--- config.mk ---
export PLATFORM = sky130hd
export DESIGN_NAME = clap_sequence_decoder
export DESIGN_NICKNAME = d
export VERILOG_FILES = /design/src/rtl/clap_sequence_decoder.sv
export SDC_FILE = /design/constraint.sdc
export NUM_CORES = 1
export LEC_CHECK = 0
export CORE_AREA = 10 10 63 65
export CTS_BUF_LIST = sky130_fd_sc_hd__clkbuf_4 sky130_fd_sc_hd__clkbuf_8
export DETAILED_ROUTE_END_ITERATION = 8
export DIE_AREA = 0 0 73 75
export MAX_ROUTING_LAYER = met4
export PLACE_DENSITY = 0.6
export SYNTH_ARGS = -nofsm -noshare
export SYNTH_HDL_FRONTEND = slang
export SYNTH_SLANG_ARGS = --single-unit
--- constraint.sdc ---
create_clock -name clock -period 1.6 [get_ports clock]
set_clock_uncertainty 0.05 [all_clocks]
set_input_delay 0.32 -clock clock [delete_from_list [all_inputs] [get_ports clock]]
set_output_delay 0.32 -clock clock [all_outputs]
set_load 0.02 [all_outputs]
--- src/rtl/clap_sequence_decoder.sv ---
// Clap-pattern decoder: matches SEQ_LEN groups of exactly GROUP_CLAPS claps, separated by
// at most GAP_MAX silent windows, and toggles the light through a valid/ready token.
module clap_sequence_decoder #(
    parameter int SUC_CLAPS_WIDTH = 16,
    parameter int SEQ_LEN         = 2,
    parameter int GROUP_CLAPS     = 2,
    parameter int GAP_MAX         = 4,
    localparam int GRP_W          = $clog2(SEQ_LEN + 1)
) (
    input  logic                       clock,
    input  logic                       reset,
    input  logic [SUC_CLAPS_WIDTH-1:0] suc_claps_data,
    input  logic                       suc_claps_valid,
    output logic                       suc_claps_ready,
    output logic                       toggle_data,
    output logic                       toggle_valid,
    input  logic                       toggle_ready,
    output logic                       light_on,
    output logic                       mismatch,
    output logic [GRP_W-1:0]           match_progress
);

    localparam int GAP_W = $clog2(GAP_MAX + 1);
    localparam logic [SUC_CLAPS_WIDTH-1:0] GROUP_C = SUC_CLAPS_WIDTH'(GROUP_CLAPS);
    localparam logic [SUC_CLAPS_WIDTH-1:0] ZERO_C  = SUC_CLAPS_WIDTH'(0);
    localparam logic [GRP_W-1:0]           SEQ_C   = GRP_W'(SEQ_LEN);
    localparam logic [GAP_W-1:0]           GAP_C   = GAP_W'(GAP_MAX);

    typedef enum logic [1:0] {
        ST_IDLE  = 2'd0,
        ST_MATCH = 2'd1,
        ST_ISSUE = 2'd2
    } state_t;

    state_t             state_r, state_s;
    logic [GRP_W-1:0]   group_cnt_r, group_cnt_s;
    logic [GAP_W-1:0]   gap_cnt_r, gap_cnt_s;
    logic               ready_s, light_s, tdata_s, tvalid_s, mismatch_s;
    logic               enter_issue_s;
    logic               accept_s;

    assign accept_s       = suc_claps_valid & suc_claps_ready;
    assign match_progress = group_cnt_r;

    // Next-state, counter and output computation.
    always_comb begin
        state_s       = state_r;
        group_cnt_s   = group_cnt_r;
        gap_cnt_s     = gap_cnt_r;
        light_s       = light_on;
        tdata_s       = toggle_data;
        tvalid_s      = toggle_valid;
        mismatch_s    = 1'b0;
        enter_issue_s = 1'b0;
        case (state_r)
            ST_IDLE: begin
                if (accept_s && (suc_claps_data == GROUP_C)) begin
                    group_cnt_s = GRP_W'(1);
                    gap_cnt_s   = GAP_W'(0);
                    if (SEQ_LEN == 1) begin
                        state_s       = ST_ISSUE;
                        enter_issue_s = 1'b1;
                    end else begin
                        state_s = ST_MATCH;
                    end
                end else if (accept_s && (suc_claps_data != ZERO_C)) begin
                    mismatch_s = 1'b1;
                end else begin
                    state_s = ST_IDLE;
                end
            end
            ST_MATCH: begin
                if (!accept_s) begin
                    state_s = ST_MATCH;
                end else if (suc_claps_data == ZERO_C) begin
                    // Silence beyond the allowed gap quietly abandons the attempt.
                    if (gap_cnt_r == GAP_C) begin
                        state_s     = ST_IDLE;
                        group_cnt_s = GRP_W'(0);
                        gap_cnt_s   = GAP_W'(0);
                    end else begin
                        gap_cnt_s = gap_cnt_r + GAP_W'(1);
                    end
                end else if (suc_claps_data == GROUP_C) begin
                    group_cnt_s = group_cnt_r + GRP_W'(1);
                    gap_cnt_s   = GAP_W'(0);
                    if ((group_cnt_r + GRP_W'(1)) == SEQ_C) begin
                        state_s       = ST_ISSUE;
                        enter_issue_s = 1'b1;
                    end else begin
                        state_s = ST_MATCH;
                    end
                end else begin
                    state_s     = ST_IDLE;
                    group_cnt_s = GRP_W'(0);
                    gap_cnt_s   = GAP_W'(0);
                    mismatch_s  = 1'b1;
                end
            end
            ST_ISSUE: begin
                if (toggle_ready) begin
                    tvalid_s    = 1'b0;
                    state_s     = ST_IDLE;
                    group_cnt_s = GRP_W'(0);
                    gap_cnt_s   = GAP_W'(0);
                end else begin
                    state_s = ST_ISSUE;
                end
            end
            default: begin
                state_s     = ST_IDLE;
                group_cnt_s = GRP_W'(0);
                gap_cnt_s   = GAP_W'(0);
                tvalid_s    = 1'b0;
            end
        endcase
        if (enter_issue_s) begin
            light_s  = ~light_on;
            tdata_s  = ~light_on;
            tvalid_s = 1'b1;
        end else begin
            light_s = light_s;
        end
        ready_s = (state_s != ST_ISSUE);
    end

    // State, counter and registered-output flops.
    always_ff @(posedge clock or posedge reset) begin
        if (reset) begin
            state_r         <= ST_IDLE;
            group_cnt_r     <= GRP_W'(0);
            gap_cnt_r       <= GAP_W'(0);
            suc_claps_ready <= 1'b0;
            light_on        <= 1'b0;
            toggle_data     <= 1'b0;
            toggle_valid    <= 1'b0;
            mismatch        <= 1'b0;
        end else begin
            state_r         <= state_s;
            group_cnt_r     <= group_cnt_s;
            gap_cnt_r       <= gap_cnt_s;
            suc_claps_ready <= ready_s;
            light_on        <= light_s;
            toggle_data     <= tdata_s;
            toggle_valid    <= tvalid_s;
            mismatch        <= mismatch_s;
        end
    end

endmodule

; ---- Word level (Yosys, flattened, before mapping)
; Cells that the tools add are included.
[totals]
latch_bits = 0
mem_bits_rw = 0
memories = 0
elab_cells = 68
mem_bits_ro = 0
inputBits = 20
reg_bits = 11
out_inout_bits = 7
[op_classes]
order_cmp = 0
div_mod_pow = 0
eq_ne = 12
bitwise = 2
addsub = 2
n_reduce_logical = 9
n_mul = 0
shift = 0
mux = 36
[ops]
columns = cell, n
row1 = 2-to-1 mux 2 bit, 14
row2 = equality test 16 x 2 -> 1 bit (second input constant), 1
row3 = zero test 16 bit, 1
row4 = nonzero test 16 bit, 1
row5 = 2-to-1 mux 3 bit, 5
row6 = 2-to-1 mux 1 bit, 12
row7 = one-hot mux 2 bit (3 select lines), 2
row8 = one-hot mux 3 bit (3 select lines), 1
row9 = inequality test 2 bit (second input constant), 4
row10 = inequality test 3 bit (second input constant), 2
row11 = equality test 2 bit (second input constant), 2
row12 = one-hot mux 1 bit (2 select lines), 2
row13 = AND reduction 4 bit, 1
row14 = adder 3 x 1 -> 3 bit (second input constant), 1
row15 = equality test 3 bit (second input constant), 1
row16 = AND reduction 3 bit, 1
row17 = adder 2 x 1 -> 2 bit (second input constant), 1
row18 = equality test 2 x 1 -> 1 bit (second input constant), 1
row19 = logical AND 1 bit, 2
row20 = zero test 2 bit, 1
row21 = inequality test 2 x 1 -> 1 bit (second input constant), 1
row22 = AND reduction 2 bit, 1
row23 = OR reduction 2 bit, 1
row24 = AND 1 bit, 1
row25 = inverter 1 bit, 1

; ---- Logic depth before layout (Yosys ltp)
[logic_depth]
word_depth = 9
depth_mapped = 7
ltp_nobuf = 7

; ---- Worst setup path after synthesis
; OpenSTA, ideal clock, no wires.
[synth_path]
kind = input-to-reg
start = input suc_claps_data[3]
end = register gap_cnt_r[2]
t_arrival_ns = 1.529
n_path_buf = 0
stages = 5
setup_ns = 0.076
path_slack_ns = -0.055
required_time_ns = 1.474
cell_sequence = nor4_4 > nand4_1 > a211o_1 > or3_1 > o21ai_1
[synth_between]
elab_chain_len = 4
word_cells_on_any_way = 8
cone_classes = eq/ne: 2 / mux: 3 / reduce/logical: 3
[synth_lines]
columns = element, line_no
row1 = from (decl), 12  ; input logic [SUC_CLAPS_WIDTH-1:0] suc_claps_data,
row2 = zero test 16 bit / equality test 16 x 2 -> 1 bit (equally long branches), "75, 57"
row3 = 2-to-1 mux 3 bit / logical AND 1 bit (equally long branches), "75, 57"
row4 = 2-to-1 mux 3 bit / inequality test 2 bit (equally long branches), -
row5 = one-hot mux 3 bit (3 select lines) / AND reduction 3 bit (equally long branches), -
row6 = to (signal assigned), 141  ; gap_cnt_r <= gap_cnt_s;
row7 = to (decl), 37  ; logic [GAP_W-1:0] gap_cnt_r, gap_cnt_s;
; Several ways; a longest one is shown, not always the timed one. The select of a mux whose other input is x is not followed.
; A chain may end at the register's enable or synchronous reset.

; ---- Worst setup path after layout
[layout_path]
start = register gap_cnt_r[0]
end = register gap_cnt_r[2]
[layout_between]
elab_chain_len = 5
word_cells_on_any_way = 6
cone_classes = add/sub: 1 / eq/ne: 1 / mux: 4
[layout_lines]
columns = element, line_no
row1 = adder 3 x 1 -> 3 bit / equality test 3 bit (equally long branches), "82, 77"
row2 = 2-to-1 mux 3 bit (*), 77  ; if (gap_cnt_r == GAP_C) begin
row3 = 2-to-1 mux 3 bit (*), 75  ; end else if (suc_claps_data == ZERO_C) begin
row4 = 2-to-1 mux 3 bit (*), 73  ; if (!accept_s) begin
row5 = one-hot mux 3 bit (3 select lines) (*), 55  ; case (state_r)
; Every way passes the cells marked *; elsewhere a longest branch is shown, timed or not. The select of a mux whose other input is x is not followed.

==> impl_metrics.json <==
{
  "dieHeight_um": 75,
  "fin_util_pct": 38.69,
  "cts_buffer_depth": 2,
  "die_w_um": 73,
  "clkLatencyLatePin_ns": 0.27,
  "yosys_register_bits": 11,
  "drc_errors": 0,
  "cts_buffers": 3,
  "slowest_delay_ns": 0.40,
  "grt_max_degree": 12,
  "path_buf_inv": 1,
  "initial_utilization_pct": 24.75,
  "run_status": "finished, final reports clean",
  "critPathTopFamily": "simple AND/OR/NAND/NOR gates",
  "period_share_pct": 94.90,
  "clkSinkCount": 11,
  "synthesis.instances": 69,
  "whs_ns": 0.2864,
  "irDropWorstVdd_v": 0.0003357,
  "worstSetupStartpointType": "flip-flop",
  "path_class": "flip-flop to flip-flop",
  "reg2reg_depth": 6,
  "p_switching_uw": 129.3,
  "n_antenna_cell": 0,
  "slowest_stage": "dfrtp_1",
  "dpl_worst_slack_ns": -0.5059,
  "final_common_cell": "buf_4",
  "crit_cells": 6,
  "ys.flop_type": "dfrtp_1",
  "grt_pass1_wl_um": 3008,
  "wire_per_inst_um": 12.34,
  "synth_edf_count": 0,
  "die-area_mm2": 0.005475,
  "combPwrFrac_pct": 12.8,
  "wl_um": 1728,
  "gp_congestion": 0.8125,
  "area_growth_pct": 56.34,
  "required_ns": 1.76,
  "layout.nets": 133,
  "numPortBuffers": 26,
  "synthArstFlopShare_pct": 100.0,
  "core-area_mm2": 0.002710,
  "p_int_uw": 432.6,
  "drtAntennaViolNets": 0,
  "finalMaxSlewViolations": 0,
  "critPathCaptureType": "flip-flop",
  "finalCriticalPeriod_ns": 1.518,
  "drive_above_1_share_pct": 29.36,
  "reg2reg_to": "gap_cnt_r[2]$_DFFE_PP0P_",
  "r2r-start": "gap_cnt_r[0]$_DFFE_PP0P_",
  "powerDensity_mw_per_mm2": 535.9,
  "critical_path.startpoint": "gap_cnt_r[0]$_DFFE_PP0P_",
  "clkSlewWorstSetupHoldPaths_ns": 0.07,
  "tightest_slew_ns": 0.4341,
  "synth_nets": 92,
  "max_freq_mhz": 658.6,
  "pwr-share-clk_pct": 37.5,
  "slew_headroom_pct": 71.00,
  "synth_area_um2": 670.6,
  "antenna_found_initial": 0,
  "p_leak_nw": 0.4834,
  "crit_arrival_ns": 1.68,
  "synth-seq-area-share_pct": 41.04,
  "rrSetupSlack_ns": 0.08,
  "cts_root_buf": "clkbuf_4",
  "power_uw": 561.9,
  "drt-vias-per-instance": 4.693,
  "pwr-share-seq_pct": 49.7,
  "rsz0062_at_grt": "no",
  "vias": 657,
  "cap_viol_max_count": 0,
  "firstDrtPassIters": 4,
  "mostFrequentLayoutCells": "13 x buf_4, 10 x dfrtp_1, 10 x dlygate4sd2_1",
  "dr.first_iter.drc_count": 22,
  "ctsHoldBuffers": 0,
  "grt_usage_pct": 7.163,
  "synth_warnings": 0,
  "setup_viol": 0,
  "syn_area_per_cell_um2": 9.719,
  "postLayoutSetupSlackWorst_ns": 0.08163,
  "ios": 27,
  "hold_viol_final": 0,
  "cp_max_fo": 4,
  "path_cells": "inv_1 -> ha_1 -> nand2_1 -> nand3b_1 -> or3_4 -> o21ai_1",
  "overflow": 0,
  "num_rows": 19,
  "dp_hpwl_um": 1502,
  "tritoncts": "built",
  "synth_cell_types": 28,
  "crit_end": "gap_cnt_r[2]$_DFFE_PP0P_",
  "swShare_pct": 23.01,
  "hp-class": "primary input to async pin",
  "grt_pass1_vias": 709,
  "htreeDepth": 1
}
## stage by stage
step / setup TNS, ns / instance area, µm² / cells
floorplan: 0 / 670.6 / 69
global placement: -4.273 / 1037 / 134
detailed placement: -4.420 / 1037 / 134
CTS: 0 / 1039 / 139
global route: 0 / 1049 / 140
finish: 0 / 1049 / 140
## repair_timing
item	4_1_cts	5_1_grt
gates resized for setup	48	5
pin swaps	9	8
endpoints found under the setup margin	16	5
setup buffers	1	1
## cell families (layout without fill, tap and decap cells)
| kind of cell | Yosys count | count (layout) | synth area share, % |
|---|---|---|---|
| mux | 1 | 1 | 1.493 |
| flops | 11 | 11 | 41.04 |
| compound gates | 17 | 17 | 15.49 |
| simple gates | 27 | 27 | 29.48 |
| buf+inv | 9 | 49 | 5.598 |
| fa+ha+maj | 3 | 3 | 5.598 |
| xor+xnor | 1 | 1 | 1.306 |
## synth_stat cells (all sizes together), types with 2 or more instances
cell type | number | area (µm²)
nor3b | 3 | 22.52
ha | 3 | 37.54
nand2 | 6 | 22.52
nor2 | 4 | 15.01
inv | 6 | 22.52
dfrtp | 11 | 275.3
nor4 | 3 | 63.81
a21oi | 4 | 20.02
nor3 | 3 | 15.01
nand4 | 2 | 12.51
o21ai | 7 | 35.03
clkbuf | 2 | 7.510
## state kept, by name, indices dropped and copies added (netlist names)
register / count
suc_claps_ready: 1
light_on: 1
gap_cnt_r: 3
mismatch: 1
state_r: 2
match_progress: 2
toggle_valid: 1
## layout make-up
cell class	count	area (µm²)
Clock buffer	4	30.03
Sequential cell	11	276.5
Timing Repair Buffer	39	314.1
Tap cell	31	38.79
Fill cell	280	1662
Multi-Input combinational cell	49	366.6
Inverter	6	22.52
## worst min path at each step
stage	to	start	slack, ns
finish	state_r[0]$_DFF_PP0_	reset	0.29
global placement	toggle_valid$_DFFE_PP0P_	toggle_valid$_DFFE_PP0P_	0.41
floorplan	gap_cnt_r[0]$_DFFE_PP0P_	reset	0.12
CTS	gap_cnt_r[0]$_DFFE_PP0P_	reset	0.31
global route	mismatch$_DFF_PP0_	reset	0.31
detailed placement	toggle_valid$_DFFE_PP0P_	toggle_valid$_DFFE_PP0P_	0.42
## power groups by stage
| stage | clock network, mW | logic (mW) | registers [mW] |
|---|---|---|---|
| after floorplan | 0 | 0.0167 | 0.287 |
| after global placement | 0 | 0.0878 | 0.285 |
| after detailed placement | 0 | 0.0888 | 0.285 |
| after CTS | 0.214 | 0.0744 | 0.279 |
| after global routing | 0.230 | 0.0788 | 0.279 |
| final | 0.211 | 0.0721 | 0.279 |
## routing by layer
metal	global-route usage, %	wire length [µm]	up-vias	share of wire [%]
met4	3.797	31	0	1.8
met1	7.727	837	301	48
met2	10.70	701	26	41
met3	3.417	158	4	9.1
li1	-	-	326	-
met5	-	0	-	0
Note: power is estimated with default switching activity, not from simulation.
==> variant 1: new RTL, config.mk and constraints unchanged <==
The parameter `GAP_MAX` goes from 4 to 2.
--- a/src/rtl/clap_sequence_decoder.sv
+++ b/src/rtl/clap_sequence_decoder.sv
@@ -6,3 +6,3 @@
     parameter int GROUP_CLAPS     = 2,
-    parameter int GAP_MAX         = 4,
+    parameter int GAP_MAX         = 2,
     localparam int GRP_W          = $clog2(SEQ_LEN + 1)
Function: changed (Yosys sat finds a counterexample within 10 cycles, from zero or initial values and one cycle with reset high).
==> variant 1 against the original RTL <==
  * The run now ends with setup timing left
  * Design area down 5.6%
  * Worst hold slack worse by 0.96 ps
  * Combinational power up 18%
  * Sequential cell count down 1
  * Total power up 2.9%
  * Setup slack worse by 170 ps
  * Register-to-register slack better by 150 ps
  * Area after synthesis down 15%
  * Non-clock buffer count down 2
  * Die area unchanged
  * Maximum frequency down 10%
  * Wire length up 8.1%
  * Critical endpoint is now gap_cnt_r[0]$_DFFE_PP0P_
  * Highest routed layer unchanged
==> variant 1: results (changes against the original RTL) <==
=======================================================================
Arrival time worst endpoint                                     1830 ps   was 1680 ps
Destination of the critical timing path                    gap_cnt_r[0]$_DFFE_PP0P_   was gap_cnt_r[2]$_DFFE_PP0P_
Startpoint of the worst setup timing path                  suc_claps_data[13]   was gap_cnt_r[0]$_DFFE_PP0P_
Adder and majority gate portion of the synthesized area           2.18%   was 5.60%
Worst r2r src                                              gap_cnt_r[1]$_DFFE_PP0P_   was gap_cnt_r[0]$_DFFE_PP0P_
Sum Neg Setup Slack                                             -527 ps   was 0 ps
Number of endpoints failing setup at the final stage                  9   was 0
Routability congestion estimate from global placement             0.940   was 0.813
FF-to-FF path depth                                                   5   was 6
Power consumed by sequential cells                               264 µW   was 279 µW
Syn Area/Cell                                                  9.55 µm²   was 9.72 µm²
Synthesized-area fraction occupied by xor and xnor cells          1.53%   was 1.31%
Mux cell area share after synthesis                                  0%   was 1.49%
GRT Util Overall                                                  6.88%   was 7.16%
Post-Place Cell Area                                            936 µm²   was 1040 µm²
Largest cells by area after synthesis                      dfrtp_1 (44%), nor4_4 (3.7%), o21ai_1 (3.5%)   was dfrtp_1 (41%), nor4_4 (9.5%), ha_1 (5.6%)
Largest net degree at the start of global routing                    11   was 12
Global-route wire length before repair                          3040 µm   was 3010 µm
Net switching fraction of the power                               22.4%   was 23.0%
Vias per inst                                                      4.77   was 4.69
Result of the run                                          finished with violations   was finished, final reports clean
Violated checks                                            setup timing
Share of layout cells above drive strength 1                      31.3%   was 29.4%
Worst setup margin                                             -91.5 ps   was 81.6 ps
Tightest Pin Transition                                          394 ps   was 434 ps
Combinational power share                                         14.7%   was 12.8%
Non-filler instance count after layout                              130   was 140
Leakage dissipation                                         0.000465 µW   was 0.000483 µW
=======================================================================
## variant 1: cell count changes after synthesis, moves of 2 or more
cell and delta:
inv_1 -3, nor3_1 -3, a21boi_0 +2, a21o_2 +2
a32oi_1 +2, ha_1 -2, nor2b_1 +2, nor3b_1 -2
nor4_4 -2, o21ai_0 -2, o21ai_1 +2, or4_1 +2
## variant 1: cell type report
type                            count  area, µm²  share of cell area, %
Clock buffer                        4       36.3                   3.67
Sequential cell                    10        250                   25.3
Tap cell                           31       38.8                   3.92
Multi-Input combinational cell     45        330                   33.4
Inverter                            3       11.3                   1.14
Timing Repair Buffer               37        323                   32.6
## variant 1: what timing repair did
action,CTS,global route
hold endpoints to repair,0,0
setup buffers,1,0
endpoints found under the setup margin,16,10
gates resized for setup,37,2
hold buffers,0,0
pin swaps,14,2
## variant 1: routing by layer
metal,up-vias,part of all wire (%),track usage (%)
met3,2,7.9,2.23
met5,-,0,-
li1,295,-,-
met4,0,0.75,1.90
met2,22,48,11.5
met1,301,43,7.71
==> variant 2: new RTL, config.mk and constraints unchanged <==
Made on the original files. Re-encode `state_t` (3 states) as one-hot, 3 bits wide.
--- a/src/rtl/clap_sequence_decoder.sv
+++ b/src/rtl/clap_sequence_decoder.sv
@@ -28,6 +28,6 @@
 
-    typedef enum logic [1:0] {
-        ST_IDLE  = 2'd0,
-        ST_MATCH = 2'd1,
-        ST_ISSUE = 2'd2
+    typedef enum logic [2:0] {
+        ST_IDLE  = 3'b001,
+        ST_MATCH = 3'b010,
+        ST_ISSUE = 3'b100
     } state_t;
Function: no difference found for any inputs over 10 cycles, from zero or initial values and one cycle with reset high; not proved beyond that.
==> variant 2 against the original RTL <==
  * The run now ends with setup timing left
  * Design area rose by 34%
  * Area after synthesis rose by 12%
  * Synthesized cell count up 8.7%
  * Wire length grew 45%
  * Clock power grew 15%
  * Utilization grew 13 points
  * Non-clock buffer count rose by 14
  * Worst hold slack gained 28 ps
  * Total power grew 13%
  * Sequential cell count increased by 1
  * Setup slack worse by 210 ps
  * Maximum frequency decreased by 12%
  * Critical path type unchanged
  * Critical endpoint is now match_progress[0]$_DFFE_PP0P_
  * Largest cell class unchanged
==> variant 2: results (changes against the original RTL) <==
==================================================================================
Adder and majority gate portion of the synthesized area                      5.00%   was 5.60%
Leakage dissipation                                                    0.000616 µW   was 0.000483 µW
Arrival time worst endpoint                                                1850 ps   was 1680 ps
Family of cells with the greatest summed delay on the critical path     flip-flops   was simple AND/OR/NAND/NOR gates
Tightest Pin Transition                                                     493 ps   was 434 ps
Max IR drop VDD                                                         0.000521 V   was 0.000336 V
Vias per inst                                                                 4.96   was 4.69
Routability congestion estimate from global placement                        0.906   was 0.813
Avg WL per Cell                                                            15.5 µm   was 12.3 µm
Sequential-to-total area share from yosys stat                               40.2%   was 41.0%
Largest cells by area after synthesis                                 dfrtp_1 (37%), nand2_1 (5.5%), ha_1 (5.0%)   was dfrtp_1 (41%), nor4_4 (9.5%), ha_1 (5.6%)
Number of endpoints failing setup at the final stage                             6   was 0
Layout Nets                                                                    155   was 133
Crit path largest cell delay                                                550 ps   was 400 ps
Crit-path slowest cell                                                     dfstp_2   was dfrtp_1
Worst r2r src                                                         state_r[0]$_DFF_PP1_   was gap_cnt_r[0]$_DFFE_PP0P_
FF-to-FF path depth                                                              4   was 6
Most instantiated cells after synthesis                               dfrtp_1 (11), nand2_1 (11), inv_1 (6)   was dfrtp_1 (11), inv_1 (6), nand2_1 (6), o21ai_0 (5)
Result of the run                                                     finished with violations   was finished, final reports clean
Met1 Resource Use GR                                                         9.74%   was 7.73%
Mux cell area share after synthesis                                          3.00%   was 1.49%
Largest net degree at the start of global routing                               13   was 12
GRT Util Overall                                                             9.12%   was 7.16%
Vias in the first global route                                                 845   was 709
Worst reg2reg path endpoint                                           match_progress[0]$_DFFE_PP0P_   was gap_cnt_r[2]$_DFFE_PP0P_
Internal                                                                    489 µW   was 433 µW
Violated checks                                                       setup timing
Met2 WL post-DR                                                            1290 µm   was 701 µm
Pre-CTS setup slack                                                        -631 ps   was -506 ps
Worst setup margin                                                         -132 ps   was 81.6 ps
Final HPWL DP                                                              1950 µm   was 1500 µm
Number of filler instances in the final layout                                 254   was 280
==================================================================================
variant 2: through the flow:
stage | TNS [ps] | instance area, µm² | hold WS (ps) | std cells
after CTS | -562 | 1300 | 323 | 158
final | -571 | 1400 | 314 | 162
after detailed placement | -5190 | 1230 | 418 | 151
after floorplan | -339 | 785 | 134 | 75
after global routing | -882 | 1400 | 345 | 162
after global placement | -4760 | 1230 | 406 | 151
variant 2: layout make-up:
class	count	area, µm²	area share (%)
well taps	31	38.8	2.76
multi-input cells	56	567	40.4
repair buffers	53	437	31.1
clock buffers	4	36.3	2.58
inverters	6	22.5	1.60
flip-flops and latches	12	303	21.6
variant 2: worst max-delay path by stage:
stage / startpoint / endpoint / cells after the start
final: state_r[0]$_DFF_PP1_ / match_progress[0]$_DFFE_PP0P_ / 4
after global placement: suc_claps_data[6] / gap_cnt_r[2]$_DFFE_PP0P_ / 6
after global routing: state_r[0]$_DFF_PP1_ / match_progress[0]$_DFFE_PP0P_ / 4
after floorplan: suc_claps_data[6] / gap_cnt_r[2]$_DFFE_PP0P_ / 5
after CTS: state_r[0]$_DFF_PP1_ / match_progress[0]$_DFFE_PP0P_ / 4
after detailed placement: suc_claps_data[6] / match_progress[0]$_DFFE_PP0P_ / 6
variant 2: kinds of logic (layout without fill, tap and decap cells):
group / Yosys count / in the layout
AND/OR/NAND/NOR: 38 / 38
AO/OA/AOI/OAI: 12 / 12
buffers and inverters: 7 / 63
flip-flops: 12 / 12
multiplexers: 2 / 2
XOR/XNOR: 1 / 1
adder cells (fa/ha/maj): 3 / 3
variant 2: worst register-to-register path, cell delays in order, from the launching register on:
cell	delay, ps
dfstp_2	550
or3b_4	410
a31oi_4	250
nor3_4	80
mux2_4	300
